==> src/rtl/ir_regfile_mp_pkg.sv <==
// Shared defaults and clear-engine state encoding for the instruction register file.
package ir_regfile_mp_pkg;
    localparam int IR_DATA_W = 16;
    localparam int IR_ADDR_W = 3;
    localparam int IR_NUM_RD = 2;

    typedef enum logic [1:0] {
        CLR_IDLE = 2'd0,
        CLR_RUN  = 2'd1,
        CLR_DONE = 2'd2
    } clr_state_e;
endpackage

==> src/rtl/ir_rf_clr_fsm.sv <==
// Bulk-clear sequencer: walks every entry index once, then pulses done.
// state    | meaning
// CLR_IDLE | waiting for clr_req
// CLR_RUN  | clearing entry idx, one per cycle
// CLR_DONE | last entry cleared, clr_done high for one cycle
module ir_rf_clr_fsm
    import ir_regfile_mp_pkg::*;
#(
    parameter int ADDR_W = IR_ADDR_W
) (
    input  logic              clk,
    input  logic              rst_n,
    input  logic              clr_req,
    output logic              clr_we,
    output logic [ADDR_W-1:0] clr_idx,
    output logic              clr_busy,
    output logic              clr_done
);
    localparam logic [ADDR_W-1:0] LAST_IDX = {ADDR_W{1'b1}};

    clr_state_e        state_q;
    logic [ADDR_W-1:0] idx_q;
    logic              busy_q;
    logic              done_q;

    always_ff @(posedge clk) begin
        if (!rst_n) begin
            state_q <= CLR_IDLE;
            idx_q   <= '0;
            busy_q  <= 1'b0;
            done_q  <= 1'b0;
        end else begin
            case (state_q)
                CLR_IDLE: begin
                    if (clr_req) begin
                        state_q <= CLR_RUN;
                        idx_q   <= '0;
                        busy_q  <= 1'b1;
                    end
                end
                CLR_RUN: begin
                    if (idx_q == LAST_IDX) begin
                        state_q <= CLR_DONE;
                        done_q  <= 1'b1;
                    end else begin
                        idx_q <= idx_q + 1'b1;
                    end
                end
                CLR_DONE: begin
                    state_q <= CLR_IDLE;
                    busy_q  <= 1'b0;
                    done_q  <= 1'b0;
                end
                default: begin
                    state_q <= CLR_IDLE;
                    busy_q  <= 1'b0;
                    done_q  <= 1'b0;
                end
            endcase
        end
    end

    assign clr_we   = (state_q == CLR_RUN);
    assign clr_idx  = idx_q;
    assign clr_busy = busy_q;
    assign clr_done = done_q;
endmodule

==> src/rtl/ir_regfile_mp.sv <==
// Instruction register file: one write port, NUM_RD registered read ports,
// per-entry valid bits, occupancy counter and a sequenced bulk clear.
module ir_regfile_mp
    import ir_regfile_mp_pkg::*;
#(
    parameter int DATA_W = IR_DATA_W,
    parameter int ADDR_W = IR_ADDR_W,
    parameter int NUM_RD = IR_NUM_RD,
    parameter int BYPASS = 1
) (
    input  logic                     clk,
    input  logic                     rst_n,
    input  logic                     wr_en,
    output logic                     wr_rdy,
    input  logic [ADDR_W-1:0]        wr_addr,
    input  logic [DATA_W-1:0]        wr_data,
    input  logic [NUM_RD-1:0]        rd_en,
    input  logic [NUM_RD*ADDR_W-1:0] rd_addr,
    output logic [NUM_RD*DATA_W-1:0] rd_data,
    output logic [NUM_RD-1:0]        rd_vld,
    output logic [NUM_RD-1:0]        rd_hit,
    output logic [ADDR_W:0]          occ,
    input  logic                     clr_req,
    output logic                     clr_busy,
    output logic                     clr_done
);
    localparam int DEPTH = 1 << ADDR_W;

    logic [DATA_W-1:0] mem_q [DEPTH];
    logic [DEPTH-1:0]  valid_q, valid_d;
    logic [ADDR_W:0]   occ_q, occ_d;
    logic              clr_we;
    logic [ADDR_W-1:0] clr_idx;
    logic              wr_fire;

    ir_rf_clr_fsm #(.ADDR_W(ADDR_W)) u_clr_fsm (
        .clk      (clk),
        .rst_n    (rst_n),
        .clr_req  (clr_req),
        .clr_we   (clr_we),
        .clr_idx  (clr_idx),
        .clr_busy (clr_busy),
        .clr_done (clr_done)
    );

    assign wr_rdy  = ~clr_busy;
    assign wr_fire = wr_en & ~clr_busy;

    // Port writes and clear writes never coincide: wr_rdy is low for the whole clear.
    always_comb begin
        valid_d = valid_q;
        occ_d   = occ_q;
        if (wr_fire) begin
            valid_d[wr_addr] = 1'b1;
            if (!valid_q[wr_addr]) occ_d = occ_q + 1'b1;
        end
        if (clr_we) begin
            valid_d[clr_idx] = 1'b0;
            if (valid_q[clr_idx]) occ_d = occ_q - 1'b1;
        end
    end

    always_ff @(posedge clk) begin
        if (!rst_n) begin
            valid_q <= '0;
            occ_q   <= '0;
        end else begin
            valid_q <= valid_d;
            occ_q   <= occ_d;
        end
    end

    always_ff @(posedge clk) begin
        if (clr_we)       mem_q[clr_idx] <= '0;
        else if (wr_fire) mem_q[wr_addr] <= wr_data;
    end

    assign occ = occ_q;

    for (genvar p = 0; p < NUM_RD; p++) begin : g_rd
        logic [ADDR_W-1:0] addr;
        logic [DATA_W-1:0] data_q, data_d;
        logic              hit_q, hit_d, vld_q;

        assign addr = rd_addr[p*ADDR_W +: ADDR_W];

        // An entry being cleared this cycle reads as empty regardless of bypass.
        always_comb begin
            data_d = data_q;
            hit_d  = hit_q;
            if (rd_en[p]) begin
                if (clr_we && clr_idx == addr) begin
                    hit_d  = 1'b0;
                    data_d = '0;
                end else if (BYPASS != 0 && wr_fire && wr_addr == addr) begin
                    hit_d  = 1'b1;
                    data_d = wr_data;
                end else begin
                    hit_d  = valid_q[addr];
                    data_d = valid_q[addr] ? mem_q[addr] : '0;
                end
            end
        end

        always_ff @(posedge clk) begin
            if (!rst_n) begin
                data_q <= '0;
                hit_q  <= 1'b0;
                vld_q  <= 1'b0;
            end else begin
                data_q <= data_d;
                hit_q  <= hit_d;
                vld_q  <= rd_en[p];
            end
        end

        assign rd_data[p*DATA_W +: DATA_W] = data_q;
        assign rd_hit[p] = hit_q;
        assign rd_vld[p] = vld_q;
    end
endmodule

==> config.mk <==
export PLATFORM = sky130hd
export DESIGN_NAME = ir_regfile_mp
export DESIGN_NICKNAME = d
export VERILOG_FILES = /design/src/rtl/ir_regfile_mp_pkg.sv /design/src/rtl/ir_rf_clr_fsm.sv /design/src/rtl/ir_regfile_mp.sv
export SDC_FILE = /design/constraint.sdc
export NUM_CORES = 1
export LEC_CHECK = 0
export CORE_MARGIN = 2
export CORE_UTILIZATION = 58
export DETAILED_ROUTE_END_ITERATION = 7
export PLACE_DENSITY = 0.79
export RECOVER_POWER = 100
export SLEW_MARGIN = 25
export SYNTH_ARGS = -nofsm -noshare
export SYNTH_HDL_FRONTEND = slang
export SYNTH_SLANG_ARGS = --single-unit
==> constraint.sdc <==
create_clock -name clk -period 3.35 [get_ports clk]
set_input_delay 0.5025 -clock clk [delete_from_list [all_inputs] [get_ports clk]]
set_output_delay 0.5025 -clock clk [all_outputs]
set_load 0.01 [all_outputs]
; After elaboration in Yosys (flattened, before gate mapping)
; Memories as Yosys holds them, arrays and structs flattened.
; Index checks and enable logic that the tools add are counted.
[totals]
ff_bits = 55
ramBits = 128
inputBits = 31
out_inout_bits = 43
elab_cells = 97
mem_count = 1
[mem_list]
columns = memory, words, word_bits, read_ports, rd_clocked_by_memory_dff, wr, line_no
row1 = mem_q, 8, 16, 2, 0, 1, ir_regfile_mp.sv:29  ; logic [DATA_W-1:0] mem_q [DEPTH];
[op_classes]
add_sub_neg = 3
n_lt_le_gt_ge = 6
n_eq_ne = 9
muxes = 46
bitwise_logic = 7
reduce_logical = 13
[ops]
columns = op, count
row1 = $mux 16, 7
row2 = $mux 1, 18
row3 = $lt 3x4->1 const B, 4
row4 = $mux 4, 4
row5 = $mux 8, 2
row6 = $reduce_or 16->1, 1
row7 = $bmux 1 s3, 4
row8 = $eq 3x3->1, 4
row9 = $mux 3, 3
row10 = $and 8x8->8, 1
row11 = $not 8->8, 1
row12 = $or 8x8->8, 1
row13 = $demux 1 s3, 2
row14 = $ge 3x1->1 const B, 2
row15 = $logic_and 1x1->1, 6
row16 = $pmux 3 s2, 1
row17 = $reduce_and 2->1, 3
row18 = $add 4x1->4 const B, 1
row19 = $mux 2, 2
row20 = $ne 2x2->1 const B, 2
row21 = $pmux 1 s2, 2
row22 = $pmux 2 s2, 1
row23 = $sub 4x1->4 const B, 1
row24 = $add 3x1->3 const B, 1
row25 = other kinds (8), 10

; Depth between registers and ports, before layout
; Gate-level depths: netlist of run 1.
[logic_depth]
depth_word = 8
ltp_mapped = 8
ltp_nobuf = 6

; Cells and area by module
; From an unflattened synthesis of run 1, not the netlist that was laid out.
[hier_totals]
hier_cells = 618
hier_area_um2 = 8876.0
[by_module_without_submodules]
columns = module, instances, cells_each, area_per_inst_um2, seq_area_each_um2
row1 = ir_regfile_mp, 1, 586, 8568.2, 4804.6
row2 = ir_rf_clr_fsm, 1, 32, 307.8, 140.1

; Worst setup path before layout of run 1
; No wires, ideal clock.
[synth_path]
path_type = register -> register
start = reg u_clr_fsm.state_q[0]
end = mem mem_q[2][0] (netlist bit) (enable)
setup_time_ns = 0.416
arrival_time_ns = 2.290
required_ns = 2.934
slack_ns = 0.644
path_stages_with_launch = 5
path_buffers = 1
period_less_slack_ns = 2.706
cell_sequence = dfxtp_1 -> nor2b_1 -> clkbuf_1 -> nand2_1 -> o32ai_1
[synth_between]
elab_chain_len = 5
word_cells_on_any_way = 8
cone_classes = 1 x eq/ne / 6 x mux / 1 x reduce/logical
[synth_rtl]
columns = element, line_no
row1 = start: declaration, ir_rf_clr_fsm.sv:21  ; clr_state_e state_q;
row2 = start signal: assignment, ir_rf_clr_fsm.sv:28  ; state_q <= CLR_IDLE;
row3 = start signal: assignment, ir_rf_clr_fsm.sv:36  ; state_q <= CLR_RUN;
row4 = start signal: assignment, ir_rf_clr_fsm.sv:43  ; state_q <= CLR_DONE;
row5 = $eq 2x1->1 (*), ir_rf_clr_fsm.sv:63  ; assign clr_we = (state_q == CLR_RUN);
row6 = $mux 1, ir_regfile_mp.sv:74  ; if (clr_we) mem_q[clr_idx] <= '0;
row7 = $mux 1 (not written as such), ir_regfile_mp.sv:75  ; else if (wr_fire) mem_q[wr_addr] <= wr_data;
row8 = $reduce_or 16->1 (no line), --
row9 = $mux 3 (no line) or $mux 1 (tied branches), --
row10 = end: declaration, ir_regfile_mp.sv:29
; Mark *: on every way between the ends. The rest lies on a longest branch, timed or not.

; Worst setup path after layout of run 1
[layout_path]
start = in wr_addr[2]
end = mem mem_q[1][2] (netlist bit) (enable)
[layout_between]
elab_chain_len = 1
[layout_rtl]
columns = element, line_no
row1 = start: declaration, ir_regfile_mp.sv:15  ; input logic [ADDR_W-1:0] wr_addr,
row2 = $mux 3 (no line), --
; No other way between the ends.

==> impl_metrics.json, run 1 <==
{
  "whs_ns": 0.424,
  "gp_congestion": 0.891,
  "grt_util_all_layers": 0.289,
  "vias_per_cell": 6.63,
  "total_power_mw": 4.99,
  "r2r-start": "u_clr_fsm.state_q[1]$_SDFFE_PN0P_",
  "final.min_clock_period_ns": 2.74,
  "cts_tree": "done",
  "min_path_type": "in2reg",
  "layout-drive-gt1-share": 0.179,
  "maxCapViolCount": 1,
  "die_width_um": 128,
  "ctsHoldBuffers": 0,
  "synth-seq-cells": 183,
  "syn_area_mm2": 0.00889,
  "start_kind": "primary input",
  "die_y_um": 128,
  "yosysTopAreaCellShare": 0.432,
  "reg2reg_to": "mem_q[5][9]$_DFFE_PP_",
  "hold_start": "rst_n",
  "postSynthAreaPerCell_um2": 14.2,
  "antenna_left": 0,
  "root_buffer": "clkbuf_16",
  "core_mm2": 0.0151,
  "start_util": 0.589,
  "cp_slowest_cell": "dlygate4sd3_1",
  "p_leak_nw": 3.79,
  "grt_max_degree": 45,
  "clock_skew_ns": 0.00909,
  "finalNetCount": 726,
  "seq_area_frac_synth": 0.556,
  "cts_setup_buffers": 0,
  "powerDensity_mw_per_mm2": 483,
  "hold_viol": 0,
  "rrSetupSlack_ns": 0.78,
  "post_drt_wl_per_cell_um": 25.4,
  "fmaxAchievable_mhz": 365,
  "clock_path_buffers": 2,
  "synthCells": 626,
  "synth_nets": 661,
  "synth_ff_type": "edfxtp_1",
  "maxSlewHeadroom": -0.176,
  "crit_path_cell_trace": "dlygate4sd3_1 > nor3b_1 > nand2_1 > nor2_1 > a21oi_1 > nor2_1 > clkbuf_1",
  "violations": "max-capacitance violations, max-slew violations",
  "synth_edf_count": 128,
  "htreeDepth": 4,
  "status": "finished, violations left",
  "crit_top_cell": "nor2_1",
  "grt_overflow": 0,
  "finalSetupViolCount": 0,
  "drv_slew": 45,
  "rows": 45,
  "n_antenna_cell": 0,
  "routed_wl_um": 22700,
  "crit_path_end_kind": "flop",
  "fin_crit_sh": 0.817,
  "path_class": "in2reg",
  "io_pins": 74,
  "holdPathStages": 3,
  "max_stage_delay_ns": 0.69,
  "final.setup.tns_ns": 0,
  "grt_pass1_vias": 6047,
  "cts_buffers": 17,
  "drt_first_pass_iters": 5,
  "ys_warn_count": 0,
  "layout_common_cells": "128 x edfxtp_1, 69 x mux4_2, 55 x dfxtp_1",
  "drc_errors": 0,
  "crit_required_ns": 3.41,
  "peakVddDrop_mv": 0.366,
  "clk_latency_ns": 0.43,
  "dieArea_mm2": 0.0163,
  "cp_max_fo": 11,
  "fin_area_mm2": 0.0103,
  "antenna_found_initial": 0,
  "yosys.cell_types.count": 44,
  "layout_commonest_cell": "edfxtp_1",
  "port_buffers": 73,
  "area_growth_pct": 16.1,
  "rsz0062_at_grt": "false",
  "drt_iter0_markers": 524,
  "hold_end": "valid_q[0]$_SDFF_PN0_",
  "place_area_mm2": 0.00984,
  "vias": 5916,
  "clock_sinks": 183,
  "worst_ep_arrival_time_ns": 2.79,
  "synthTopCellsByArea": "edfxtp_1 43%, mux4_2 17%, dfxtp_1 12%, mux2i_1 4.8%, nand3b_1 2.7%",
  "worst-r2r-cell-count": 6,
  "dpl.hpwl_um": 14500,
  "cts-resized-gates": 0,
  "path_clk_slew_ns": 0.06,
  "synth_area_leader_cell": "edfxtp_1",
  "tightestPinTransition_ns": 1.76,
  "ys_async_sr_fraction": 0,
  "grt_pass1_wl_um": 34700
}
worst max-delay path: cells and delay by family:
kind	cells	cell delay, ns
and+or+nand+nor	4	0.94
AOI/OAI and AO/OA	1	0.06
buffers and inverters	2	1.28
through the flow:
stage	instances	util	setup slack [ns]
2_1_floorplan	626	-	0.644
3_3_place_gp	860	0.652	0.633
3_5_place_dp	860	0.652	0.639
4_1_cts	892	0.688	1.08
5_1_grt	892	0.684	0.466
6_report	892	0.684	0.614
layer usage:
layer | vias up | GRT usage | routed length [µm]
li1 | 2592 | - | -
met1 | 2964 | 0.385 | 9250
met2 | 299 | 0.468 | 11100
met3 | 61 | 0.0555 | 1640
met4 | 0 | 0.133 | 697
met5 | - | 0 | 0
area by class of cell:
class	instances	area (µm²)
fillers	1043	4760
inverters	5	18.8
clock buffers	21	440
flip-flops and latches	183	4940
well taps	188	235
multi-input cells	383	3660
clock inverters	11	100
repair buffers	101	925
synthesized netlist by cell type (4+ instances only):
library cell / count
a21oi_1: 8
a31oi_1: 5
and3_1: 17
buf_1: 6
buf_2: 15
buf_4: 7
clkbuf_1: 26
dfxtp_1: 55
edfxtp_1: 128
ha_1: 4
inv_1: 5
mux2i_1: 43
mux4_2: 69
nand2_1: 46
nand2b_1: 12
nand3_1: 6
nand3b_1: 32
nand4_1: 5
nor2_1: 19
nor2b_1: 5
nor3_1: 4
o211ai_1: 32
o21ai_0: 4
o21ai_1: 34
xnor2_1: 12
cells by family after synthesis:
kind of cell,after synthesis,synth area share
flops,183,0.556
simple gates,156,0.0963
mux,117,0.231
compound gates,94,0.0681
buf+inv,60,0.0312
xor+xnor,12,0.0118
fa+ha+maj,4,0.00563
flip-flops by register name, indices dropped and copies added, names as in the netlist:
| register | cells |
|---|---|
| g_rd.data_q | 32 |
| g_rd.hit_q | 2 |
| g_rd.vld_q | 2 |
| mem_q | 128 |
| occ | 4 |
| u_clr_fsm.clr_busy | 1 |
| u_clr_fsm.clr_done | 1 |
| u_clr_fsm.clr_idx | 3 |
| u_clr_fsm.state_q | 2 |
| valid_q | 8 |
power by group:
group	total, mW	internal [mW]	switching [mW]
combinational	0.587	0.268	0.320
sequential	2.53	2.49	0.0431
clock	1.87	1.03	0.847
total	4.99	3.78	1.21
worst max path at each step:
stage,from,cells after the start,slack (ns),end
3_5_place_dp,wr_addr[2],7,0.64,mem_q[3][8]$_DFFE_PP_
4_1_cts,wr_addr[2],7,1.08,mem_q[3][0]$_DFFE_PP_
5_1_grt,wr_addr[2],7,0.47,mem_q[5][0]$_DFFE_PP_
6_report,wr_addr[2],7,0.61,mem_q[1][2]$_DFFE_PP_
3_3_place_gp,wr_addr[2],7,0.63,mem_q[3][9]$_DFFE_PP_
2_1_floorplan,u_clr_fsm.state_q[0]$_SDFFE_PN0P_,4,0.64,mem_q[2][0]$_DFFE_PP_
(Power assumes the default switching activity.)
==> run 2, diff against run 1 <==
- CORE_UTILIZATION: 58 -> 53
- PLACE_DENSITY: 0.79 -> 0.76
- clock period: 3.35 -> 2.23 ns (I/O delays scaled with it)
==> impl_metrics.json, run 2 (same netlist as run 1, synthesis figures left out) <==
{
  "swShare": 0.246,
  "htreeDepth": 4,
  "maxSlewHeadroom": 0.523,
  "whs_ns": 0.263,
  "clkPwrFrac": 0.390,
  "cp_max_fo": 16,
  "status": "finished, final reports clean",
  "p_sw_mw": 1.91,
  "grt_overflow": 0,
  "fin_cells": 944,
  "powerDensity_mw_per_mm2": 725,
  "min_path_type": "in2reg",
  "path_class": "in2reg",
  "finalSetupViolCount": 0,
  "pre_cts_ws_ns": -0.110,
  "met2_usage": 0.450,
  "grtUsageMet1": 0.367,
  "port_buffers": 73,
  "maxCapViolCount": 0,
  "setup_ws_ns": 0.143,
  "dpl.hpwl_um": 15600,
  "holdPathStages": 3,
  "finalNetCount": 746,
  "hold_start": "rst_n",
  "drt_first_pass_iters": 5,
  "layout_commonest_cell": "edfxtp_1",
  "clock_sinks": 183,
  "dieArea_mm2": 0.0178,
  "drc_errors": 0,
  "grt.busiest_layer": "met2",
  "die_y_um": 134,
  "final.min_clock_period_ns": 2.09,
  "vias_per_cell": 6.37,
  "r2r-start": "u_clr_fsm.state_q[0]$_SDFFE_PN0P_",
  "top_regs": "mem_q x128, g_rd.data_q x32, valid_q x8",
  "registers.top_by_ff_count": "mem_q",
  "crit_required_ns": 2.46,
  "cts-resized-gates": 0,
  "p_leak_nw": 3.98,
  "pwr-share-comb": 0.122,
  "die_width_um": 134,
  "dp_cells": 912,
  "crit_path_end_kind": "flop",
  "n_antenna_cell": 0,
  "cp_slowest_cell": "dlygate4sd3_1",
  "grt_util_all_layers": 0.270,
  "start_util": 0.540,
  "layout_common_cells": "128 x edfxtp_1, 69 x mux4_2, 55 x dfxtp_1",
  "tightestPinTransition_ns": 0.716,
  "cts_setup_buffers": 0,
  "worst_ep_arrival_time_ns": 2.32,
  "area_growth_pct": 20.4,
  "peakVddDrop_mv": 0.590,
  "antenna_found_initial": 0,
  "gp_congestion": 0.932,
  "grt_max_degree": 72,
  "routed_wl_um": 23100,
  "post_drt_wl_per_cell_um": 24.4,
  "io_pins": 74,
  "cts_buffers": 17,
  "largest_reg_flops": 128,
  "final.setup.tns_ns": 0,
  "rrSetupSlack_ns": 0.20,
  "fin_crit_sh": 0.936,
  "start_kind": "primary input",
  "path_clk_slew_ns": 0.07,
  "clock_path_buffers": 2,
  "cts_tree": "done",
  "rsz0062_at_grt": "false",
  "fmaxAchievable_mhz": 479,
  "hold_end": "occ[3]$_SDFF_PN0_",
  "clock_skew_ns": 0.0107,
  "grt_pass1_vias": 6179,
  "layout-drive-gt1-share": 0.225,
  "crit_path_cell_trace": "dlygate4sd3_1 > nor2b_1 > clkbuf_2 > clkbuf_1 > and3_1",
  "vias": 6013,
  "max_stage_delay_ns": 0.58,
  "reg2reg_to": "mem_q[0][9]$_DFFE_PP_",
  "clk_latency_ns": 0.43,
  "drv_slew": 0,
  "core_mm2": 0.0165,
  "met3_usage": 0.0438,
  "hold_viol": 0,
  "root_buffer": "clkbuf_16",
  "ctsHoldBuffers": 0,
  "internal_power_mw": 5.86,
  "drt_iter0_markers": 650,
  "rows": 47,
  "grt_pass1_wl_um": 35800,
  "worst-r2r-cell-count": 6,
  "antenna_left": 0,
  "power_frac_seq": 0.488
}
-- run 2: cell count changes in the layout (fill, tap and decap cells not counted), sizes merged --
cell	delta
buf	+19
bufinv	+1
clkdlybuf4s50	-2
inv	+5
clkbuf	-3
clkinvlp	-1
dlygate4sd3	+2
clkinv	-1
-- run 2: layer usage --
metal	wire length (µm)	up-vias
met5	0	-
met4	455	0
met1	9440	3076
met3	1520	39
li1	-	2638
met2	11600	260
-- run 2: worst max-delay path by stage --
stage                                      startpoint                             end  slack [ns]  depth (start not counted)
global placement                           wr_addr[2]               occ[1]$_SDFF_PN0_       -0.11                          7
finish                                          wr_en           mem_q[3][9]$_DFFE_PP_        0.14                          5
global route                               wr_addr[2]  g_rd[0].data_q[8]$_SDFFE_PN0P_        0.07                         10
CTS                 u_clr_fsm.state_q[0]$_SDFFE_PN0P_           mem_q[0][2]$_DFFE_PP_        0.23                          6
floorplan           u_clr_fsm.state_q[0]$_SDFFE_PN0P_           mem_q[0][0]$_DFFE_PP_        0.04                          5
detailed placement                         wr_addr[2]               occ[1]$_SDFF_PN0_       -0.11                          7
-- run 2: metrics by stage --
step                 util  instance area [µm²]  power [mW]
finish              0.650                10700        7.77
global route        0.650                10700        8.01
CTS                 0.657                10800        7.83
detailed placement  0.621                10200        4.84
global placement    0.621                10200        4.81
floorplan               -                 8910        4.44
-- run 2: power by group through the flow --
stage	clock (mW)	sequential [mW]	combinational, mW
6_report	3.03	3.79	0.945
5_1_grt	3.19	3.80	1.01
4_1_cts	3.06	3.79	0.974
3_5_place_dp	0	3.87	0.969
3_3_place_gp	0	3.86	0.948
2_1_floorplan	0	3.86	0.588
-- run 2: layout make-up --
class / count / area, µm²
fillers: 1192 / 5760
flip-flops and latches: 183 / 4940
multi-input cells: 383 / 3670
repair buffers: 121 / 1210
clock buffers: 17 / 425
well taps: 220 / 275
clock inverters: 15 / 164
inverters: 5 / 18.8
-- run 2: worst max-delay path: cells and delay by family --
family / cells / cell delay, ns
buf+inv: 3 / 1.41
simple gates: 2 / 0.56
==> run 3, diff against run 2 <==
- SLEW_MARGIN: 25 -> 15
==> results of run 3 <==
No change in the layout: final DEF, timing and power equal those of run 2.
